## src/rtl/nn_pkg.sv

```systemverilog
// Shared definitions for the neural-network I/O sequencer: FSM states,
// fixed-point constants and the default sample width.
package nn_pkg;

    localparam int NN_DW     = 8;
    localparam int FRAC_BITS = 4;
    localparam int ONE       = 1 << FRAC_BITS;

    typedef enum logic [2:0] {
        IDLE,
        LOAD,
        FILL,
        RUN,
        READ,
        CAPT,
        SEND
    } nn_state_e;

    // A depth of one still needs a 1-bit address bus.
    function automatic int addr_w(input int depth);
        return (depth > 1) ? $clog2(depth) : 1;
    endfunction

endpackage

```

## src/rtl/network_io_controller.sv

```systemverilog
// Streams N_IN samples into the network input memory, runs the network via a
// fill/run handshake, then reads back N_OUT results onto a valid/ready stream.
module network_io_controller
    import nn_pkg::*;
#(
    parameter int N_IN  = 2,
    parameter int N_OUT = 1,
    parameter int DW    = NN_DW
) (
    input  logic                         clk,
    input  logic                         rst,
    input  logic                         s_valid,
    input  logic signed [DW-1:0]         s_data,
    output logic                         s_ready,
    output logic                         in_trig_w,
    output logic [addr_w(N_IN)-1:0]      in_abus_w,
    output logic signed [DW-1:0]         in_dbus_w,
    output logic                         net_fill,
    output logic                         net_req,
    input  logic                         net_ack_fill,
    input  logic                         net_ack_network,
    output logic                         out_trig_r,
    output logic [addr_w(N_OUT)-1:0]     out_abus_r,
    input  logic signed [DW-1:0]         out_dbus_r,
    output logic                         m_valid,
    output logic signed [DW-1:0]         m_data,
    input  logic                         m_ready,
    output logic                         busy,
    output nn_state_e                    state_dbg_o
);

    localparam int IAW = addr_w(N_IN);
    localparam int OAW = addr_w(N_OUT);
    localparam logic [IAW-1:0] IDX_LAST  = IAW'(N_IN - 1);
    localparam logic [OAW-1:0] RIDX_LAST = OAW'(N_OUT - 1);

    nn_state_e              state_q;
    logic [IAW-1:0]         idx_q;
    logic [OAW-1:0]         ridx_q;
    logic                   net_fill_q;
    logic                   net_req_q;
    logic                   out_trig_q;
    logic                   m_valid_q;
    logic signed [DW-1:0]   m_data_q;
    logic                   accept;

    // Stream handshake: a beat transfers in any cycle where s_valid and
    // s_ready are both high at the rising edge; s_ready is held low in reset.
    assign s_ready   = rst && (state_q == IDLE || state_q == LOAD);
    assign accept    = s_valid && s_ready;
    assign in_trig_w = accept;
    assign in_abus_w = idx_q;
    assign in_dbus_w = s_data;

    assign net_fill    = net_fill_q;
    assign net_req     = net_req_q;
    assign out_trig_r  = out_trig_q;
    assign out_abus_r  = ridx_q;
    assign m_valid     = m_valid_q;
    assign m_data      = m_data_q;
    assign busy        = (state_q != IDLE);
    assign state_dbg_o = state_q;

    always_ff @(posedge clk or negedge rst) begin
        if (!rst) begin
            state_q    <= IDLE;
            idx_q      <= '0;
            ridx_q     <= '0;
            net_fill_q <= 1'b0;
            net_req_q  <= 1'b0;
            out_trig_q <= 1'b0;
            m_valid_q  <= 1'b0;
            m_data_q   <= '0;
        end else begin
            case (state_q)
                IDLE: begin
                    if (accept) begin
                        if (N_IN == 1) begin
                            state_q    <= FILL;
                            net_fill_q <= 1'b1;
                        end else begin
                            state_q <= LOAD;
                            idx_q   <= IAW'(1);
                        end
                    end
                end
                LOAD: begin
                    if (accept) begin
                        // idx returns to 0 so the next IDLE beat lands on address 0.
                        if (idx_q == IDX_LAST) begin
                            state_q    <= FILL;
                            net_fill_q <= 1'b1;
                            idx_q      <= '0;
                        end else begin
                            idx_q <= idx_q + IAW'(1);
                        end
                    end
                end
                FILL: begin
                    if (net_ack_fill) begin
                        state_q    <= RUN;
                        net_fill_q <= 1'b0;
                        net_req_q  <= 1'b1;
                    end
                end
                RUN: begin
                    if (net_ack_network) begin
                        state_q    <= READ;
                        net_req_q  <= 1'b0;
                        ridx_q     <= '0;
                        out_trig_q <= 1'b1;
                    end
                end
                READ: begin
                    state_q    <= CAPT;
                    out_trig_q <= 1'b0;
                end
                CAPT: begin
                    // Output RAM updates its read register on the falling edge of READ.
                    state_q   <= SEND;
                    m_data_q  <= out_dbus_r;
                    m_valid_q <= 1'b1;
                end
                SEND: begin
                    if (m_ready) begin
                        m_valid_q <= 1'b0;
                        if (ridx_q == RIDX_LAST) begin
                            state_q <= IDLE;
                        end else begin
                            state_q    <= READ;
                            ridx_q     <= ridx_q + OAW'(1);
                            out_trig_q <= 1'b1;
                        end
                    end
                end
                default: state_q <= IDLE;
            endcase
        end
    end

endmodule

```

## config.mk

```make
export PLATFORM = sky130hd
export DESIGN_NAME = network_io_controller
export DESIGN_NICKNAME = d
export VERILOG_FILES = /design/src/rtl/nn_pkg.sv /design/src/rtl/network_io_controller.sv
export SDC_FILE = /design/constraint.sdc
export NUM_CORES = 1
export LEC_CHECK = 0
export CORE_MARGIN = 1.5
export CORE_UTILIZATION = 37
export CTS_BUF_LIST = sky130_fd_sc_hd__clkbuf_4
export DETAILED_ROUTE_END_ITERATION = 10
export PLACE_DENSITY = 0.89
export SLEW_MARGIN = 30
export SYNTH_ARGS = -nofsm -noshare
export SYNTH_HDL_FRONTEND = slang
export SYNTH_SLANG_ARGS = --single-unit
export TNS_END_PERCENT = 50
```

## constraint.sdc

```tcl
create_clock -name clk -period 1.4 [get_ports clk]
set_clock_uncertainty 0.1 [all_clocks]
set_input_delay 0.14 -clock clk [delete_from_list [all_inputs] [get_ports clk]]
set_output_delay 0.14 -clock clk [all_outputs]
set_load 0.02 [all_outputs]
```

* Word-level counts from Yosys, hierarchy flattened
Index checks and enable logic that the tools add are counted.
** Storage, ports and cells
- Register bits after elaboration :: 17
- Input bits :: 22
- Output and inout bits :: 28
- Word-level logic and storage cells :: 69
** Operators by class
- $add $sub $neg :: 2
- Equal/unequal tests :: 13
- Mux-type cells :: 28
- Reductions and logical operators :: 18
** Operators by type and width (count)
- $mux W3 :: 7
- $pmux W3 S7 :: 1
- $mux W1 :: 14
- $ne A2 B2 Y1 const B :: 7
- $pmux W1 S2 :: 5
- $reduce_bool A2 Y1 :: 5
- $eq A3 B3 Y1 const B :: 3
- $reduce_and A3 Y1 :: 3
- $reduce_and A4 Y1 :: 2
- $eq A3 B2 Y1 const B :: 2
- $reduce_and A6 Y1 :: 1
- $reduce_bool A3 Y1 :: 2
- $eq A3 B1 Y1 const B :: 1
- $logic_not A3 Y1 :: 1
- $pmux W1 S3 :: 1
- $add A1 B1 Y1 const B :: 2
- $logic_and A1 B1 Y1 :: 2
- $reduce_and A2 Y1 :: 1
- $logic_or A1 B1 Y1 :: 1

* Depth between registers and ports, before layout
Gate-level depths: netlist of the first run.
- Word-level depth :: 6
- Depth in mapped cells :: 4
- Gate-level depth less buffers :: 3

* Worst setup path after synthesis of the first run
Ideal clock, no wire load.
- Path type :: flip-flop to output port
- Start :: reg state_q[1] (netlist: state_dbg_o[1])
- End :: out s_ready
- Arrival time :: 1250 ps
- Data required time :: 1160 ps
- Slack :: -90 ps
- Cell stages (with the launch flop) :: 3
- Buffers on the path :: 1
- Path through :: dfrtp_1 buf_4 nor3b_1
** On the way
- Cells in the longest elaborated chain, start to end :: 3
- Elaborated cells on any way between the ends :: 4
- Those cells by class :: eq/ne: 1; reduce/logical: 3
** RTL lines
- start, declared :: line network_io_controller.sv:37 : nn_state_e state_q;
- start signal, assigned :: line network_io_controller.sv:66 : state_q <= IDLE;
- start signal, assigned :: line network_io_controller.sv:79 : state_q <= FILL;
- start signal, assigned :: line network_io_controller.sv:82 : state_q <= LOAD;
- $eq A3 B1 Y1 or $logic_not A3 Y1 (tied branches) :: line network_io_controller.sv:49 : assign s_ready = rst && (state_q == IDLE || state_q == LOAD);
- $logic_or A1 B1 Y1 (*) :: line network_io_controller.sv:49
- $logic_and A1 B1 Y1 (*) :: line network_io_controller.sv:49
- end, declared :: line network_io_controller.sv:14 : output logic s_ready,
Every way passes the cells marked *; elsewhere a longest branch is shown, timed or not.

* Worst setup path in the final report of the first run
- Start :: reg state_q[2] (netlist: state_dbg_o[2])
- End :: out in_trig_w
** On the way
- Cells in the longest elaborated chain, start to end :: 4
- Elaborated cells on any way between the ends :: 5
- Those cells by class :: eq/ne: 1; reduce/logical: 4
** RTL lines
- $eq A3 B1 Y1 or $logic_not A3 Y1 (tied branches) :: line network_io_controller.sv:49
- $logic_or A1 B1 Y1 (*) :: line network_io_controller.sv:49
- $logic_and A1 B1 Y1 (*) :: line network_io_controller.sv:49
- $logic_and A1 B1 Y1 (*) :: line network_io_controller.sv:50 : assign accept = s_valid && s_ready;
- end, declared :: line network_io_controller.sv:15 : output logic in_trig_w,
Marked as above.

==> impl_metrics.toml, run 1 <==
[setup_path]
worst-path-buf-inv = 2
timing.critical_path.arrival_ps = 1260
timing.critical_path.to_type = "output port"
crit_path_start_kind = "flop"
critical_path_cell_by_cell = "buf_6 > and4bb_2 > buf_6"
critPathRequiredTime_ps = 1160
critPathMostFrequentCell = "buf_6"
criticalPathCategory = "reg2out"
timing.critical_path.max_delay_family = "flip-flops"
cpMaxStageDelayCell = "dfrtp_1"
critical_path.max_stage_delay_ps = 410
critPathMaxFanout = 3

[synth]
postSynth.topFlopCell = "dfrtp_1"
synthesis.yosys.warnings = 0
synth_top_cells_by_area = "dfrtp_1, mux2_2, buf_4, o21ai_0, a21oi_1"
synthesis.area_per_instance_um2 = 11.2
synth.distinct_cells = 28
postSynthNetCount = 94
postSynthCellCount = 72
yosysSeqAreaShare_pct = 49.7
fraction_of_post_synthesis_cell_area_in_the_top_cell_type_by_area_pct = 49.7
synth_enable_flop_cells = 0
yosys_reg_bits = 16
post-synth-top-area-cell = "dfrtp_1"
syn_area_um2 = 806
synth_most_common_cell = "dfrtp_1"
async_set_or_reset_register_ratio_after_synthesis_pct = 100
synth_common_cells = "dfrtp_1, buf_4, mux2_2"

[finish]
finish.utilization_pct = 62.2
num-nets-final = 134
syn2layout_area_growth_pct = 54.5
stdcell_area_mm2 = 0.00124
insertedDiodeCount = 0
post_route_cells_drive_above_1_share_pct = 35.5

[global_route]
grt_pass1_vias = 702
grt_start_max_net_pins = 14
grt_overflow_total = 0
global_route_wire_length_before_repair_mm = 3.35
antenna_found_initial = 0
grt_resource_usage_total_pct = 17.4

[timing]
count_of_endpoints_failing_hold_in_the_final_timing_report = 0
max_clock_freq_mhz = 668
final_setup_violation_count = 11
rsz0062_at_grt = "true"
postLayoutSetupSlackWorst_ps = -98.0
period_share_pct = 107
fin_crit_period_ps = 1500
final-max-slew-violation-count = 0
setup_tns_ps = -865

[floorplanning]
die_x_um = 49.7
die_boundary_height_um = 49.7
die-area_mm2 = 0.00247
core_area_mm2 = 0.00200
initial_core_util_pct = 40.3
pin_count = 50
floorplan.rows = 16

[clock_tree]
cts_buffers = 3
htree_num_levels = 1
clock_tree.root_cell = "clkbuf_4"
clkSinkCount = 16
cts_tree = "yes"
cts.path.max_buffers = 2
cts_hold_repair.buffers = 0
clkTransAtPathRegs_ps = 90
clk-insertion-delay-late_ps = 290

[drt]
avgViaCountPerCell = 4.93
wl_per_cell_um = 13.8
num_vias = 675
drt_pass1_iterations = 4
totalWireLength_mm = 1.89
drcViolationCount = 0
drtIter0Drc = 6
ant_nets = 0

[min_path]
hold_class = "in2async"

[place]
hpwlAfterDp_mm = 1.33
place.gp.congestion = 0.771
placed_standard_cell_area_mm2 = 0.00116
dp_slack_ps = -445
place.port_buffers = 32

[power_and_ir_drop]
pwr_per_cell_area_mw_per_mm2 = 2320
worst_ir_drop_vdd_v = 0.00123
p_leak_nw = 0.615

[run]
maxCapViolCount = 0

[run_status]
violations = "negative setup slack"
status = "finished, violations left"
==> stage by stage <==
step                      power, mW  std cells  hold slack (ps)
final                          2.89        137              144
after global routing           3.10        137              140
after CTS                      2.85        137              137
after detailed placement       2.58        130              180
after global placement         2.53        130              180
after floorplan                1.80         72             -256
==> cells by family (layout without fill, tap and decap cells) <==
group                  after synthesis  count (layout)  synth area share [%]
DFF                                 16              16                  49.7
other                                1               1                 0.465
muxes                                8               8                  11.2
AOI/OAI and AO/OA                   16              16                  13.2
buffers and inverters               14              52                  11.5
and+or+nand+nor                     17              17                  14.0
==> state kept, by name, indices dropped and copies added, names as in the netlist <==
signal and flops:
in_abus_w 1, m_data 8, m_valid 1, net_fill 1
net_req 1, out_trig_r 1, state_dbg_o 3
==> timing repair <==
item / in CTS / in global routing
endpoints found under the setup margin: 29 / 16
gates resized for setup: 51 / 7
setup buffers: 4 / 0
pin swaps: 2 / 3
==> cells in the final DEF (no fill, tap or decap), drive strengths merged, types with 2 or more instances in the layout <==
master and instances:
clkdlybuf4s50 13, nand2 4, inv 2, mux2 8
o21ai 5, a21oi 3, nand3 3, buf 19
dfrtp 16, nor2 2, clkbuf 4, dlygate4sd2 13
==> final timing paths <==
check / cells past startpoint / slack, ps / end / startpoint
setup / recovery: 3 / -100 / in_trig_w / state_dbg_o[2]
hold / removal: 2 / 140 / state_dbg_o[2] / rst
setup reg to reg: 5 / -90 / m_data[3] / state_dbg_o[2]
hold reg to reg: 1 / 410 / m_data[7] / m_data[7]
max in group asynchronous: 2 / 860 / out_trig_r / rst
min in group clk: 0 / 180 / in_dbus_w[1] / s_data[1]
==> cell type report <==
| cell class | instances | area [µm²] |
|---|---|---|
| Timing Repair Buffer | 47 | 420 |
| Inverter | 2 | 7.51 |
| Clock buffer | 3 | 22.5 |
| Sequential cell | 16 | 400 |
| Fill cell | 170 | 757 |
| Multi-Input combinational cell | 42 | 360 |
| Tap cell | 27 | 33.8 |
==> power by group <==
group	switching, mW	internal (mW)
Clock	0.145	0.100
Sequential	0.155	0.695
Combinational	0.881	0.917
==> layer usage <==
metal	GRT usage (%)	routed length [µm]	up-vias
met5	0	0	-
met4	6.02	10	0
met3	5.76	184	2
met2	28.7	918	28
met1	21.1	773	322
li1	-	-	323
Note: power is estimated with default switching activity, not from simulation.
==> inputs of run 2 (changes only) <==
--- a/config.mk
+++ b/config.mk
@@ -10,8 +10,8 @@
 export CTS_BUF_LIST = sky130_fd_sc_hd__clkbuf_4
 export DETAILED_ROUTE_END_ITERATION = 10
 export PLACE_DENSITY = 0.89
+export REMOVE_ABC_BUFFERS = 1
 export SLEW_MARGIN = 30
 export SYNTH_ARGS = -nofsm -noshare
 export SYNTH_HDL_FRONTEND = slang
 export SYNTH_SLANG_ARGS = --single-unit
-export TNS_END_PERCENT = 50
==> impl_metrics.toml, run 2 (same netlist as run 1, synthesis figures left out) <==
[power_and_ir_drop]
switching_power_mw = 1.28
pwr_per_cell_area_mw_per_mm2 = 2380
p_leak_nw = 0.605
power_report.internal_total_mw = 1.80
sequentialPowerShare_pct = 27.9
clockPowerShare_pct = 8.0
switching_share_pct = 41.6
worst_ir_drop_vdd_v = 0.00135
combPwrFrac_pct = 64.1

[run]
maxCapViolCount = 0

[floorplanning]
die_boundary_height_um = 49.7
pin_count = 50
initial_core_util_pct = 40.3
floorplan.rows = 16
die_x_um = 49.7
die-area_mm2 = 0.00247
core_area_mm2 = 0.00200

[finish]
final_cells = 139
insertedDiodeCount = 0
syn2layout_area_growth_pct = 61.0
final_cell_mix = "dfrtp_1, clkdlybuf4s50_1, dlygate4sd2_1, buf_4, mux2_2"
post_route_cells_drive_above_1_share_pct = 42.0
largest_register_ff_count = 8
num-nets-final = 135
layout_commonest_cell = "dfrtp_1"

[setup_path]
crit_path_start_kind = "flop"
criticalPathCategory = "reg2out"
timing.critical_path.arrival_ps = 1250
setup.reg_to_reg.worst_slack_ps = -80
timing.critical_path.to_type = "output port"
critPathRequiredTime_ps = 1160
critPathMaxFanout = 4

[drt]
ant_nets = 0
avgViaCountPerCell = 5.40
totalWireLength_mm = 2.30
wl_per_cell_um = 16.6
drcViolationCount = 0
drtIter0Drc = 17
num_vias = 750
drt_pass1_iterations = 4

[global_route]
global_route_wire_length_before_repair_mm = 3.52
gr-usage-met2_pct = 33.8
grt_resource_usage_total_pct = 19.5
grt_util_met1_pct = 21.2
grt.met3_usage_pct = 5.76
grt_overflow_total = 0
globalRoute.busiestLayer = "met2"
grt_start_max_net_pins = 14
antenna_found_initial = 0
grt_pass1_vias = 716

[timing]
final-max-slew-violation-count = 0
postLayoutSetupSlackWorst_ps = -93.5
final_setup_violation_count = 11
rsz0062_at_grt = "true"
fin_crit_period_ps = 1490
setup_tns_ps = -670
max_clock_freq_mhz = 670
count_of_endpoints_failing_hold_in_the_final_timing_report = 0
period_share_pct = 107

[min_path]
hold_class = "in2async"

[clock_tree]
htree_num_levels = 1
cts.path.max_buffers = 2
cts_buffers = 3
cts_tree = "yes"
clkTransAtPathRegs_ps = 100
clkSinkCount = 16
clock_tree.root_cell = "clkbuf_4"
clk-insertion-delay-late_ps = 280

[place]
dp_slack_ps = -412
hpwlAfterDp_mm = 1.42
numPlacedInstances = 125
place.gp.congestion = 0.813
place.port_buffers = 32

[run_status]
violations = "negative setup slack"
status = "finished, violations left"
==> run 2: cell count changes in the layout (fill, tap and decap cells not counted), sizes merged <==
cell | before | now
clkbuf | 4 | 6
clkdlybuf4s15 | 1 | 0
clkinv | 0 | 1
==> run 2: timing repair <==
item                                    4_1_cts  5_1_grt
endpoints found under the setup margin       27       19
pin swaps                                     3        4
buffers inserted                              7        2
hold buffers                                  0        0
cloned                                        0        1
resized for setup                            45       20
==> run 2: power groups by stage <==
| stage | clock network, mW | logic [mW] | registers, mW |
|---|---|---|---|
| global route | 0.286 | 2.08 | 0.896 |
| global placement | 0 | 1.59 | 0.846 |
| detailed placement | 0 | 1.63 | 0.863 |
| floorplan | 0 | 0.506 | 1.21 |
| finish | 0.247 | 1.98 | 0.860 |
| CTS | 0.255 | 1.72 | 0.843 |
==> run 2: worst paths after layout <==
path / start / to / depth (start not counted)
min in group clk: s_data[0] / in_dbus_w[0] / 0
min: rst / m_data[3] / 2
min reg2reg: m_data[1] / m_data[1] / 1
max reg2reg: state_dbg_o[1] / m_data[3] / 5
max: state_dbg_o[1] / busy / 2
max in group asynchronous: rst / net_req / 2
==> run 2: cell type report <==
| cell class | instances | area (µm²) |
|---|---|---|
| fill | 157 | 704 |
| timing repair buffer | 48 | 462 |
| sequential | 16 | 403 |
| multi-input combinational | 42 | 365 |
| tap | 27 | 33.8 |
| clock buffer | 3 | 22.5 |
| inverter | 2 | 7.51 |
| clock inverter | 1 | 3.75 |
==> run 2: per-layer routing <==
layer / vias to the layer above / wire length [µm]
li1: 326 / -
met1: 375 / 845
met2: 43 / 1220
met3: 6 / 167
met4: 0 / 68
met5: - / 0
==> run 2: worst max-delay path, stage by stage (launching register included) <==
cell     delay (ps)
dfrtp_2         450
or3_1           380
buf_6           150
==> run 2: through the flow <==
| step | power [mW] | cell area, µm² | hold slack (ps) | utilization, % |
|---|---|---|---|---|
| 6_report | 3.09 | 1300 | 166 | 64.8 |
| 5_1_grt | 3.26 | 1300 | 156 | 64.8 |
| 4_1_cts | 2.82 | 1220 | 152 | 60.9 |
| 3_5_place_dp | 2.50 | 1120 | 180 | 55.9 |
| 3_3_place_gp | 2.43 | 1120 | 180 | 55.9 |
| 2_1_floorplan | 1.72 | 721 | -256 | - |
==> inputs of run 3 (changes only) <==
--- a/config.mk
+++ b/config.mk
@@ -9,6 +9,7 @@
 export CORE_UTILIZATION = 37
 export CTS_BUF_LIST = sky130_fd_sc_hd__clkbuf_4
 export DETAILED_ROUTE_END_ITERATION = 10
+export GPL_ROUTABILITY_DRIVEN = 0
 export PLACE_DENSITY = 0.89
 export REMOVE_ABC_BUFFERS = 1
 export SLEW_MARGIN = 30
==> results of run 3 <==
The final DEF is identical to that of run 2; final timing and power are the same.
